$ cat src/rtl/wb_regfile_pkg.sv
// -----------------------------------------------------------------------------
// legv8_pkg
// Shared LEGv8 core definitions: datapath width, register count, the XZR
// index, and the register-index and data-word types used by the pipeline.
// Revision: 1.0
// -----------------------------------------------------------------------------
`default_nettype none

package legv8_pkg;

  localparam int DATA_W   = 64;
  localparam int REG_N    = 32;
  localparam int ZERO_REG = 31;

  typedef logic [4:0]        reg_idx_t;
  typedef logic [DATA_W-1:0] word_t;

endpackage

`default_nettype wire

$ cat src/rtl/wb_regfile_if.sv
// -----------------------------------------------------------------------------
// wb_regfile_if
// MEM/WB inputs, ID-stage read ports and forwarding/debug outputs of the
// writeback stage. The master side is the pipeline; the slave side is
// wb_regfile. dbg_cnt_load/dbg_cnt_value preload the retired-write counter
// for debug.
// Revision: 1.0
// -----------------------------------------------------------------------------
`default_nettype none

interface wb_regfile_if #(
  parameter int DATA_W = legv8_pkg::DATA_W
);
  import legv8_pkg::*;

  // MEM/WB pipeline register outputs
  logic [DATA_W-1:0] Read_data;
  logic [DATA_W-1:0] Alu_result;
  reg_idx_t          Write_reg;
  logic              RegWrite;
  logic              MemtoReg;

  // ID-stage read ports
  reg_idx_t          read_reg1;
  reg_idx_t          read_reg2;
  logic [DATA_W-1:0] read_data1;
  logic [DATA_W-1:0] read_data2;

  // Writeback, forwarding and debug
  logic [DATA_W-1:0] wb_data;
  logic              fwd_valid;
  reg_idx_t          fwd_reg;
  logic [DATA_W-1:0] fwd_data;
  logic [31:0]       wb_count;
  logic              dbg_cnt_load;
  logic [31:0]       dbg_cnt_value;

  modport master (
    output Read_data, Alu_result, Write_reg, RegWrite, MemtoReg,
    output read_reg1, read_reg2, dbg_cnt_load, dbg_cnt_value,
    input  read_data1, read_data2, wb_data,
    input  fwd_valid, fwd_reg, fwd_data, wb_count
  );

  modport slave (
    input  Read_data, Alu_result, Write_reg, RegWrite, MemtoReg,
    input  read_reg1, read_reg2, dbg_cnt_load, dbg_cnt_value,
    output read_data1, read_data2, wb_data,
    output fwd_valid, fwd_reg, fwd_data, wb_count
  );

endinterface

`default_nettype wire

$ cat src/rtl/wb_regfile_regfile.sv
// -----------------------------------------------------------------------------
// regfile_2r1w
// Architectural register array: one write port, two combinational read
// ports. XZR always reads as zero; a read of the register being written in
// the same cycle returns the incoming write data.
// Revision: 1.0
// -----------------------------------------------------------------------------
`default_nettype none

module regfile_2r1w
  import legv8_pkg::*;
#(
  parameter int DATA_W   = legv8_pkg::DATA_W,
  parameter int REG_N    = legv8_pkg::REG_N,
  parameter int ZERO_REG = legv8_pkg::ZERO_REG
) (
  input  logic              clock,
  input  logic              reset_n,
  input  logic              we,       // already excludes XZR
  input  reg_idx_t          waddr,
  input  logic [DATA_W-1:0] wdata,
  input  reg_idx_t          raddr1,
  input  reg_idx_t          raddr2,
  output logic [DATA_W-1:0] rdata1,
  output logic [DATA_W-1:0] rdata2
);

  localparam reg_idx_t XZR = reg_idx_t'(ZERO_REG);

  logic [DATA_W-1:0] regs [REG_N];

  // Array update: cleared on reset, otherwise commit the gated write.
  always_ff @(posedge clock or negedge reset_n) begin
    if (!reset_n) begin
      for (int i = 0; i < REG_N; i++) begin
        regs[i] <= '0;
      end
    end else if (we) begin
      regs[waddr] <= wdata;
    end
  end

  // Read port A: XZR first, then same-cycle bypass, then the array.
  always_comb begin
    rdata1 = regs[raddr1];
    if (raddr1 == XZR) begin
      rdata1 = '0;
    end else if (we && (waddr == raddr1)) begin
      rdata1 = wdata;
    end
  end

  // Read port B: same priority as port A.
  always_comb begin
    rdata2 = regs[raddr2];
    if (raddr2 == XZR) begin
      rdata2 = '0;
    end else if (we && (waddr == raddr2)) begin
      rdata2 = wdata;
    end
  end

endmodule

`default_nettype wire

$ cat src/rtl/wb_regfile.sv
// -----------------------------------------------------------------------------
// wb_regfile
// LEGv8 writeback stage: selects memory data or ALU result, commits it to
// the register file, registers the last committed write for the forwarding
// unit and counts retired (non-XZR) writes.
// Revision: 1.0
// -----------------------------------------------------------------------------
`default_nettype none

module wb_regfile
  import legv8_pkg::*;
#(
  parameter int DATA_W   = legv8_pkg::DATA_W,
  parameter int REG_N    = legv8_pkg::REG_N,
  parameter int ZERO_REG = legv8_pkg::ZERO_REG
) (
  input  logic         clock,
  input  logic         reset_n,
  wb_regfile_if.slave  bus
);

  localparam reg_idx_t XZR = reg_idx_t'(ZERO_REG);

  logic [DATA_W-1:0] wb_data;
  logic              we;
  logic              fwd_valid;
  reg_idx_t          fwd_reg;
  logic [DATA_W-1:0] fwd_data;
  logic [31:0]       wb_count;

  // Writeback select and commit qualifier (writes to XZR are dropped).
  always_comb begin
    wb_data = bus.MemtoReg ? bus.Read_data : bus.Alu_result;
    we      = bus.RegWrite && (bus.Write_reg != XZR);
  end

  regfile_2r1w #(
    .DATA_W   (DATA_W),
    .REG_N    (REG_N),
    .ZERO_REG (ZERO_REG)
  ) u_regfile (
    .clock   (clock),
    .reset_n (reset_n),
    .we      (we),
    .waddr   (bus.Write_reg),
    .wdata   (wb_data),
    .raddr1  (bus.read_reg1),
    .raddr2  (bus.read_reg2),
    .rdata1  (bus.read_data1),
    .rdata2  (bus.read_data2)
  );

  // Forwarding register: valid pulses per commit, reg/data hold between commits.
  always_ff @(posedge clock or negedge reset_n) begin
    if (!reset_n) begin
      fwd_valid <= 1'b0;
      fwd_reg   <= '0;
      fwd_data  <= '0;
    end else begin
      fwd_valid <= we;
      if (we) begin
        fwd_reg  <= bus.Write_reg;
        fwd_data <= wb_data;
      end
    end
  end

  // Retired-write counter; a debug preload takes precedence over counting.
  always_ff @(posedge clock or negedge reset_n) begin
    if (!reset_n) begin
      wb_count <= '0;
    end else if (bus.dbg_cnt_load) begin
      wb_count <= bus.dbg_cnt_value;
    end else if (we) begin
      wb_count <= wb_count + 32'd1;
    end
  end

  assign bus.wb_data   = wb_data;
  assign bus.fwd_valid = fwd_valid;
  assign bus.fwd_reg   = fwd_reg;
  assign bus.fwd_data  = fwd_data;
  assign bus.wb_count  = wb_count;

endmodule

`default_nettype wire

$ cat src/flat_wrapper.sv
// flat-port wrapper written by rule: the top's interface ports become plain ports
module wb_regfile_flat import legv8_pkg::*;
#(
  parameter int DATA_W   = legv8_pkg::DATA_W,
  parameter int REG_N    = legv8_pkg::REG_N,
  parameter int ZERO_REG = legv8_pkg::ZERO_REG
)
  (clock, reset_n, bus_Read_data, bus_Alu_result, bus_Write_reg, bus_RegWrite, bus_MemtoReg, bus_read_reg1, bus_read_reg2, bus_dbg_cnt_load, bus_dbg_cnt_value, bus_read_data1, bus_read_data2, bus_wb_data, bus_fwd_valid, bus_fwd_reg, bus_fwd_data, bus_wb_count);
  wb_regfile_if #(.DATA_W(DATA_W)) bus_i ();
  input  logic clock;
  input  logic reset_n;
  input wire logic [$bits(bus_i.Read_data)-1:0] bus_Read_data;
  input wire logic [$bits(bus_i.Alu_result)-1:0] bus_Alu_result;
  input wire logic [$bits(bus_i.Write_reg)-1:0] bus_Write_reg;
  input wire logic [$bits(bus_i.RegWrite)-1:0] bus_RegWrite;
  input wire logic [$bits(bus_i.MemtoReg)-1:0] bus_MemtoReg;
  input wire logic [$bits(bus_i.read_reg1)-1:0] bus_read_reg1;
  input wire logic [$bits(bus_i.read_reg2)-1:0] bus_read_reg2;
  input wire logic [$bits(bus_i.dbg_cnt_load)-1:0] bus_dbg_cnt_load;
  input wire logic [$bits(bus_i.dbg_cnt_value)-1:0] bus_dbg_cnt_value;
  output wire logic [$bits(bus_i.read_data1)-1:0] bus_read_data1;
  output wire logic [$bits(bus_i.read_data2)-1:0] bus_read_data2;
  output wire logic [$bits(bus_i.wb_data)-1:0] bus_wb_data;
  output wire logic [$bits(bus_i.fwd_valid)-1:0] bus_fwd_valid;
  output wire logic [$bits(bus_i.fwd_reg)-1:0] bus_fwd_reg;
  output wire logic [$bits(bus_i.fwd_data)-1:0] bus_fwd_data;
  output wire logic [$bits(bus_i.wb_count)-1:0] bus_wb_count;
  assign bus_i.Read_data = bus_Read_data;
  assign bus_i.Alu_result = bus_Alu_result;
  assign bus_i.Write_reg = bus_Write_reg;
  assign bus_i.RegWrite = bus_RegWrite;
  assign bus_i.MemtoReg = bus_MemtoReg;
  assign bus_i.read_reg1 = bus_read_reg1;
  assign bus_i.read_reg2 = bus_read_reg2;
  assign bus_i.dbg_cnt_load = bus_dbg_cnt_load;
  assign bus_i.dbg_cnt_value = bus_dbg_cnt_value;
  assign bus_read_data1 = bus_i.read_data1;
  assign bus_read_data2 = bus_i.read_data2;
  assign bus_wb_data = bus_i.wb_data;
  assign bus_fwd_valid = bus_i.fwd_valid;
  assign bus_fwd_reg = bus_i.fwd_reg;
  assign bus_fwd_data = bus_i.fwd_data;
  assign bus_wb_count = bus_i.wb_count;
  wb_regfile #(.DATA_W(DATA_W), .REG_N(REG_N), .ZERO_REG(ZERO_REG)) u_core (.clock(clock), .reset_n(reset_n), .bus(bus_i));
endmodule
$ cat config.mk
export PLATFORM = sky130hd
export DESIGN_NAME = wb_regfile_flat
export DESIGN_NICKNAME = d
export VERILOG_FILES = /design/src/rtl/wb_regfile_pkg.sv /design/src/rtl/wb_regfile_if.sv /design/src/rtl/wb_regfile_regfile.sv /design/src/rtl/wb_regfile.sv /design/src/flat_wrapper.sv
export SDC_FILE = /design/constraint.sdc
export NUM_CORES = 2
export LEC_CHECK = 0
export CORE_UTILIZATION = 56
export CTS_CLUSTER_SIZE = 28
export DETAILED_ROUTE_END_ITERATION = 12
export HOLD_SLACK_MARGIN = 0.02
export PLACE_DENSITY = 0.76
export SETUP_SLACK_MARGIN = 0.15
export SLEW_MARGIN = 20
export SYNTH_ARGS = -nofsm -noshare
export SYNTH_HDL_FRONTEND = slang
export SYNTH_HIERARCHICAL = 1
export SYNTH_SLANG_ARGS = --single-unit
$ cat constraint.sdc
create_clock -name clock -period 2.9 [get_ports clock]
set_clock_uncertainty 0.2 [all_clocks]
set_input_delay 0.29 -clock clock [delete_from_list [all_inputs] [get_ports clock]]
set_output_delay 0.29 -clock clock [all_outputs]
set_load 0.01 [all_outputs]
-- Word-level counts from Yosys, hierarchy flattened
Cells that the tools add are included.
- register bits: 2150
- bits in latches: 0
- RAM bits: 0
- memory bits (read-only): 0
- output and inout bits: 294
- word-level logic and storage cells: 70
- memories kept: 0
- add/sub/neg operators: 1
- $mul: 0
- div/mod/pow operators: 0
- $lt $le $gt $ge: 4
- equal/unequal tests: 5
- shifts and indexed selects: 0
- mux-type cells: 16
- bitwise logic cells: 3
- reduce and logical (&&, ||, !) cells: 5
- operators with widths (kind ; count):
    bitwise mux 2048 bit ; 1
    binary-select mux 64 bit (select 5 bit) ; 2
    two-way mux 64 bit ; 10
    demux 64 bit (select 5 bit) ; 1
    two-way mux 32 bit ; 2
    adder 32 x 1 -> 32 bit (second input constant) ; 1
    >= comparator 6 bit (second input constant) ; 3
    NOT 5 -> 6 bit ; 3
    equality test 5 bit ; 2
    equality test 5 bit (second input constant) ; 2
    < comparator 6 x 1 -> 1 bit (second input constant) ; 1
    inequality test 5 bit (second input constant) ; 1
    logical AND 1 bit ; 4
    nonzero test 2 bit ; 1

-- Logic depth before layout (Yosys ltp)
- depth after elaboration: 6
- mapped depth: 11
- depth with buffers taken out: 6

-- Hierarchy
Netlist, hierarchy kept.
- modules (own cells, without submodules) (module ; times used ; cells an instance ; area each (µm²)):
    regfile_2r1w ; 1 ; 7742 ; 110146.9
    wb_regfile ; 1 ; 429 ; 5180.0

-- Worst setup path after synthesis
No wires, ideal clock.
- path type: input-to-reg
- from: input bus_Write_reg[4]
- to: register u_core/u_regfile/regs[1219] (netlist bit)
- arrival: 2.627 ns
- slack: -0.052 ns
- stages on the path: 10
- path buffers: 5
- cell sequence: and4_1 -> a21boi_2 -> buf_2 -> buf_2 -> buf_2 -> or3b_1 -> buf_2 -> nor2_4 -> buf_2 -> mux2_2
- elaborated cells between the ends (all ways): 9
- classes of those cells: order compare (2); eq/ne (1); mux (3); bitwise (1); reduce/logical (2)
- RTL lines (what ; line ; text):
    start, declared ; flat_wrapper.sv:14 ; input wire logic [$bits(bus_i.Write_reg)-1:0] bus_Write_reg;
    inequality test 5 bit ; wb_regfile.sv:34 ; we = bus.RegWrite && (bus.Write_reg != XZR);
    logical AND 1 bit ; wb_regfile.sv:34 ;
    net u_core.we ; wb_regfile.sv:25 ; logic we;
    end signal, assigned by index ; wb_regfile_regfile.sv:39 ; regs[waddr] <= wdata;
    end, declared ; wb_regfile_regfile.sv:30 ; logic [DATA_W-1:0] regs [REG_N];
The timed path passes the listed nets, and every way through them passes these cells.
A chain may end at the register's enable or synchronous reset.

-- Worst setup path after layout
- from: register u_core/u_regfile/regs[1900] (netlist bit)
- to: output bus_read_data1[44]
- longest elaborated chain between the ends: 5
- ends and longest elaborated chain (what ; line ; text):
    binary-select mux 64 bit (select 5 bit) ; wb_regfile_regfile.sv:45 ; rdata1 = regs[raddr1];
    two-way mux 64 bit (implied by the code) (2 in a row) ; wb_regfile_regfile.sv:45 ;
    two-way mux 64 bit ; wb_regfile_regfile.sv:48 ; end else if (we && (waddr == raddr1)) begin
    two-way mux 64 bit ; wb_regfile_regfile.sv:46 ; if (raddr1 == XZR) begin
    end, declared ; flat_wrapper.sv:21 ; output wire logic [$bits(bus_i.read_data1)-1:0] bus_read_data1;
Every way passes these cells. The select of a mux whose other input is x is not followed.

==> out/qor.txt <==
Die ar.: 207800 µm²
crit-path max cell delay: 0.48 ns
Worst Hold Depth: 3
unrepaired setup endpoints after global routing: yes
Final period util: 113.5%
Fin. Hold Viols: 0
Seq/Total Area, Yosys: 46.65%
register area: 53810 µm²
Worst Hold Path EP: u_core/bus.fwd_data[0]
Nets: 9579
CP top delay family: multiplexers
total congestion overflow: 0
area of the multi-input gates: 59650 µm²
Initial Util: 56.37%
global-route wire length before repair: 629800 µm
core region area: 204600 µm²
Vias/cell: 7.156
combinational power share: 24.7%
Slowest cell on crit path: mux4_2
I/O pin cnt: 474
r2r setup slk: 0.14 ns
initial antenna violation count: 13
crit path max fanout: 2
Max Cap Violations: 0
largest registers: u_core/u_regfile/regs (2048), u_core/bus.fwd_data (64), u_core/bus.wb_count (32)
Site Rows: 166
reg2reg start: u_core/bus.wb_count[5]
failing checks: setup timing
Post-synth ARST share: 100.0%
fill count: 12890
final setup margin: -0.3927 ns
synthesized area per cell: 14.11 µm²
Pins Over Slew Limit: 0
worst r2r path cells: 6
Int Pwr: 67390 µW
TritonCTS clock tree: built
CTS root buf: clkbuf_16
clock power share: 32.0%
most frequent CP cell: buf_4
# setup viols final: 125
EDFF count, synth: 0
Hold Crit Class: in2reg
largest net degree at the start of global routing: 133
H-tree levels: 4
Crit path depth: 8
# port buffers: 473
Net Sw Frac: 29.18%
pwr dens: 656.7 nW/µm²
clock tree sinks: 2150
Slew Limit Headroom: 28.51%
layout cells sized above 1: 52.47%
CP arrival: 2.80 ns
sw power: 27760 µW
vias in the first global route: 89930
worst path cell trace: mux4_2 -> mux2i_1 -> nor2_1 -> a311oi_1 -> buf_4 -> o41ai_4 -> buf_4 -> buf_6
startpoint types: flop
Hold Slack: 0.04815 ns
synth unique cells: 62
pre-CTS setup slack: -0.7415 ns
GRT Total Usage: 41.45%
number of synthesized register bits: 2150
Synth Warn #: 6
die height: 455.8 µm
die width: 455.8 µm
syn nets: 8352
Reg power frac: 43.3%
worst-case clock buffer depth: 3
P_leak: 0.06422 µW
Final ANT Viol Nets: 0
WP buf/inv: 3
dominant synthesized flop cell: dfrtp_1
TritonCTS buffer count: 224
Final min period: 3.293 ns
maximum clock frequency: 0.3037 GHz
Setup crit end kind: primary output
Post-Route WL: 435500 µm
status: complete, but fails checks
Crit Path Category: reg2out
drt pass-1 iters: 8
cell count after synthesis: 8171
setup TNS: -18.38 ns
Wirelength per Cell: 35.47 µm
Clock transition at path regs: 0.06 ns
Pwr Total: 95150 µW
Layout Area Growth over Synthesis: 25.64%
post-synthesis cell area: 115300 µm²
drt initial violations: 11670
vias: 87870
worst slew pin tran: 1.072 ns
Final HPWL DP: 285700 µm
Finished Core Util: 70.82%
Reg with most FFs: u_core/u_regfile/regs
Clock Latency Late Sink: 0.87 ns
Worst Path Required: 2.41 ns
max FFs per register: 2048
DRC errors left: 0
RD Place Congestion: 0.9588
HP Start: bus_Alu_result[0]
VDD IR max: 0.6729 mV
Reg-to-Reg End: u_core/bus.wb_count[16]
[power groups by stage]
stage | registers, µW | logic, µW | clock network, µW
6_report | 41200 | 23500 | 30500
5_1_grt | 41700 | 24500 | 31800
4_1_cts | 40800 | 22700 | 30600
3_5_place_dp | 41300 | 21100 | 0
3_3_place_gp | 40700 | 20400 | 0
2_1_floorplan | 39700 | 14100 | 0
[worst reg2reg max path: stages (launching register included)]
cell	delay [ns]
dfrtp_1	0.42
nand4_1	0.23
a21o_4	0.30
or4_1	0.56
xor2_1	0.23
o21ai_1	0.10
dlygate4sd3_1	0.61
[how the worst max path moves through the flow]
stage          slack, ns                     endpoint                        start
2_1_floorplan       0.17  u_core/u_regfile/regs[1259]             bus_Write_reg[4]
3_3_place_gp       -0.86           bus_read_data2[16]             bus_Write_reg[4]
3_5_place_dp       -0.74           bus_read_data1[40]             bus_Write_reg[2]
4_1_cts            -0.43           bus_read_data1[27]  u_core/u_regfile/regs[1819]
5_1_grt            -0.47           bus_read_data1[44]   u_core/u_regfile/regs[876]
6_report           -0.39           bus_read_data1[44]  u_core/u_regfile/regs[1900]
[stage by stage]
stage	instance area, µm²	std cells
global route	144900	12280
floorplan	115400	8171
detailed placement	132300	11530
global placement	132300	11530
CTS	143900	12220
finish	144900	12280
[placed cells by master (no fill, tap or decap), types with 55 or more instances in the layout]
cell type,synthesis,final
buf_12,0,391
o221ai_1,98,97
nand2_2,0,77
a21oi_1,200,142
mux2i_1,751,718
o22ai_1,129,114
dlygate4sd3_1,0,107
clkdlybuf4s50_1,0,326
o211ai_1,68,68
buf_4,74,826
a211oi_1,169,58
nand2_1,285,187
buf_2,297,109
a211oi_2,0,101
mux2_1,104,104
mux4_2,687,687
mux2_2,2078,2078
buf_6,36,84
dfrtp_1,2150,2145
a221oi_1,64,64
clkbuf_16,0,231
a32o_1,69,55
[cell families after synthesis]
| logic type | after synthesis | synth area share [%] |
|---|---|---|
| buffers and inverters | 867 | 3.620 |
| AOI/OAI and AO/OA | 1033 | 6.270 |
| DFF | 2150 | 46.65 |
| xor gates and xnor gates | 40 | 0.3038 |
| and+or+nand+nor | 460 | 1.904 |
| adders and majority gates | 1 | 0.01085 |
| muxes | 3620 | 41.24 |
[synthesized netlist by cell type, drive strengths merged (11+ instances only)]
master  count  share of area, %
a211oi    169               1.1
mux2i     751               6.5
a22oi      27              0.18
buf       432               2.2
nand3      11             0.048
nor2b      49              0.27
o221ai     98              0.74
clkbuf    431               1.4
a22o       49              0.37
nand4      24              0.14
a221oi     64              0.49
dfrtp    2150                47
o21ai     132              0.58
xnor2      16              0.12
a21oi     200              0.87
o211ai     68              0.44
a32o       69              0.60
o22ai     130              0.71
xor2       24              0.18
mux2     2182                21
mux4      687                13
nand2     285              0.93
nor2       44              0.21
[layout make-up]
| class | count | share of cell area, % |
|---|---|---|
| clock buffers | 319 | 4.534 |
| inverters | 4 | 0.01382 |
| flip-flops and latches | 2150 | 37.14 |
| multi-input cells | 5154 | 41.17 |
| clock inverters | 97 | 0.8402 |
| repair buffers | 1864 | 13.98 |
| well taps | 2688 | 2.321 |
| diodes | 3 | 0.005181 |
[metal layers]
layer,global-route usage [%],share of wire [%],vias to the layer above
met5,0,0.020,-
met4,30.43,8.4,12
met3,11.78,12,1656
met2,60.86,44,6466
met1,52.67,36,45770
li1,-,-,33970
[what timing repair did]
action,4_1_cts,5_1_grt
pin swaps,369,137
endpoints found under the hold margin,2191,0
gates cloned,3,2
gates resized for setup,991,137
endpoints found under the setup margin,128,148
buffers inserted,171,51
hold buffers,108,0
Note: power is estimated with default switching activity, not from simulation.
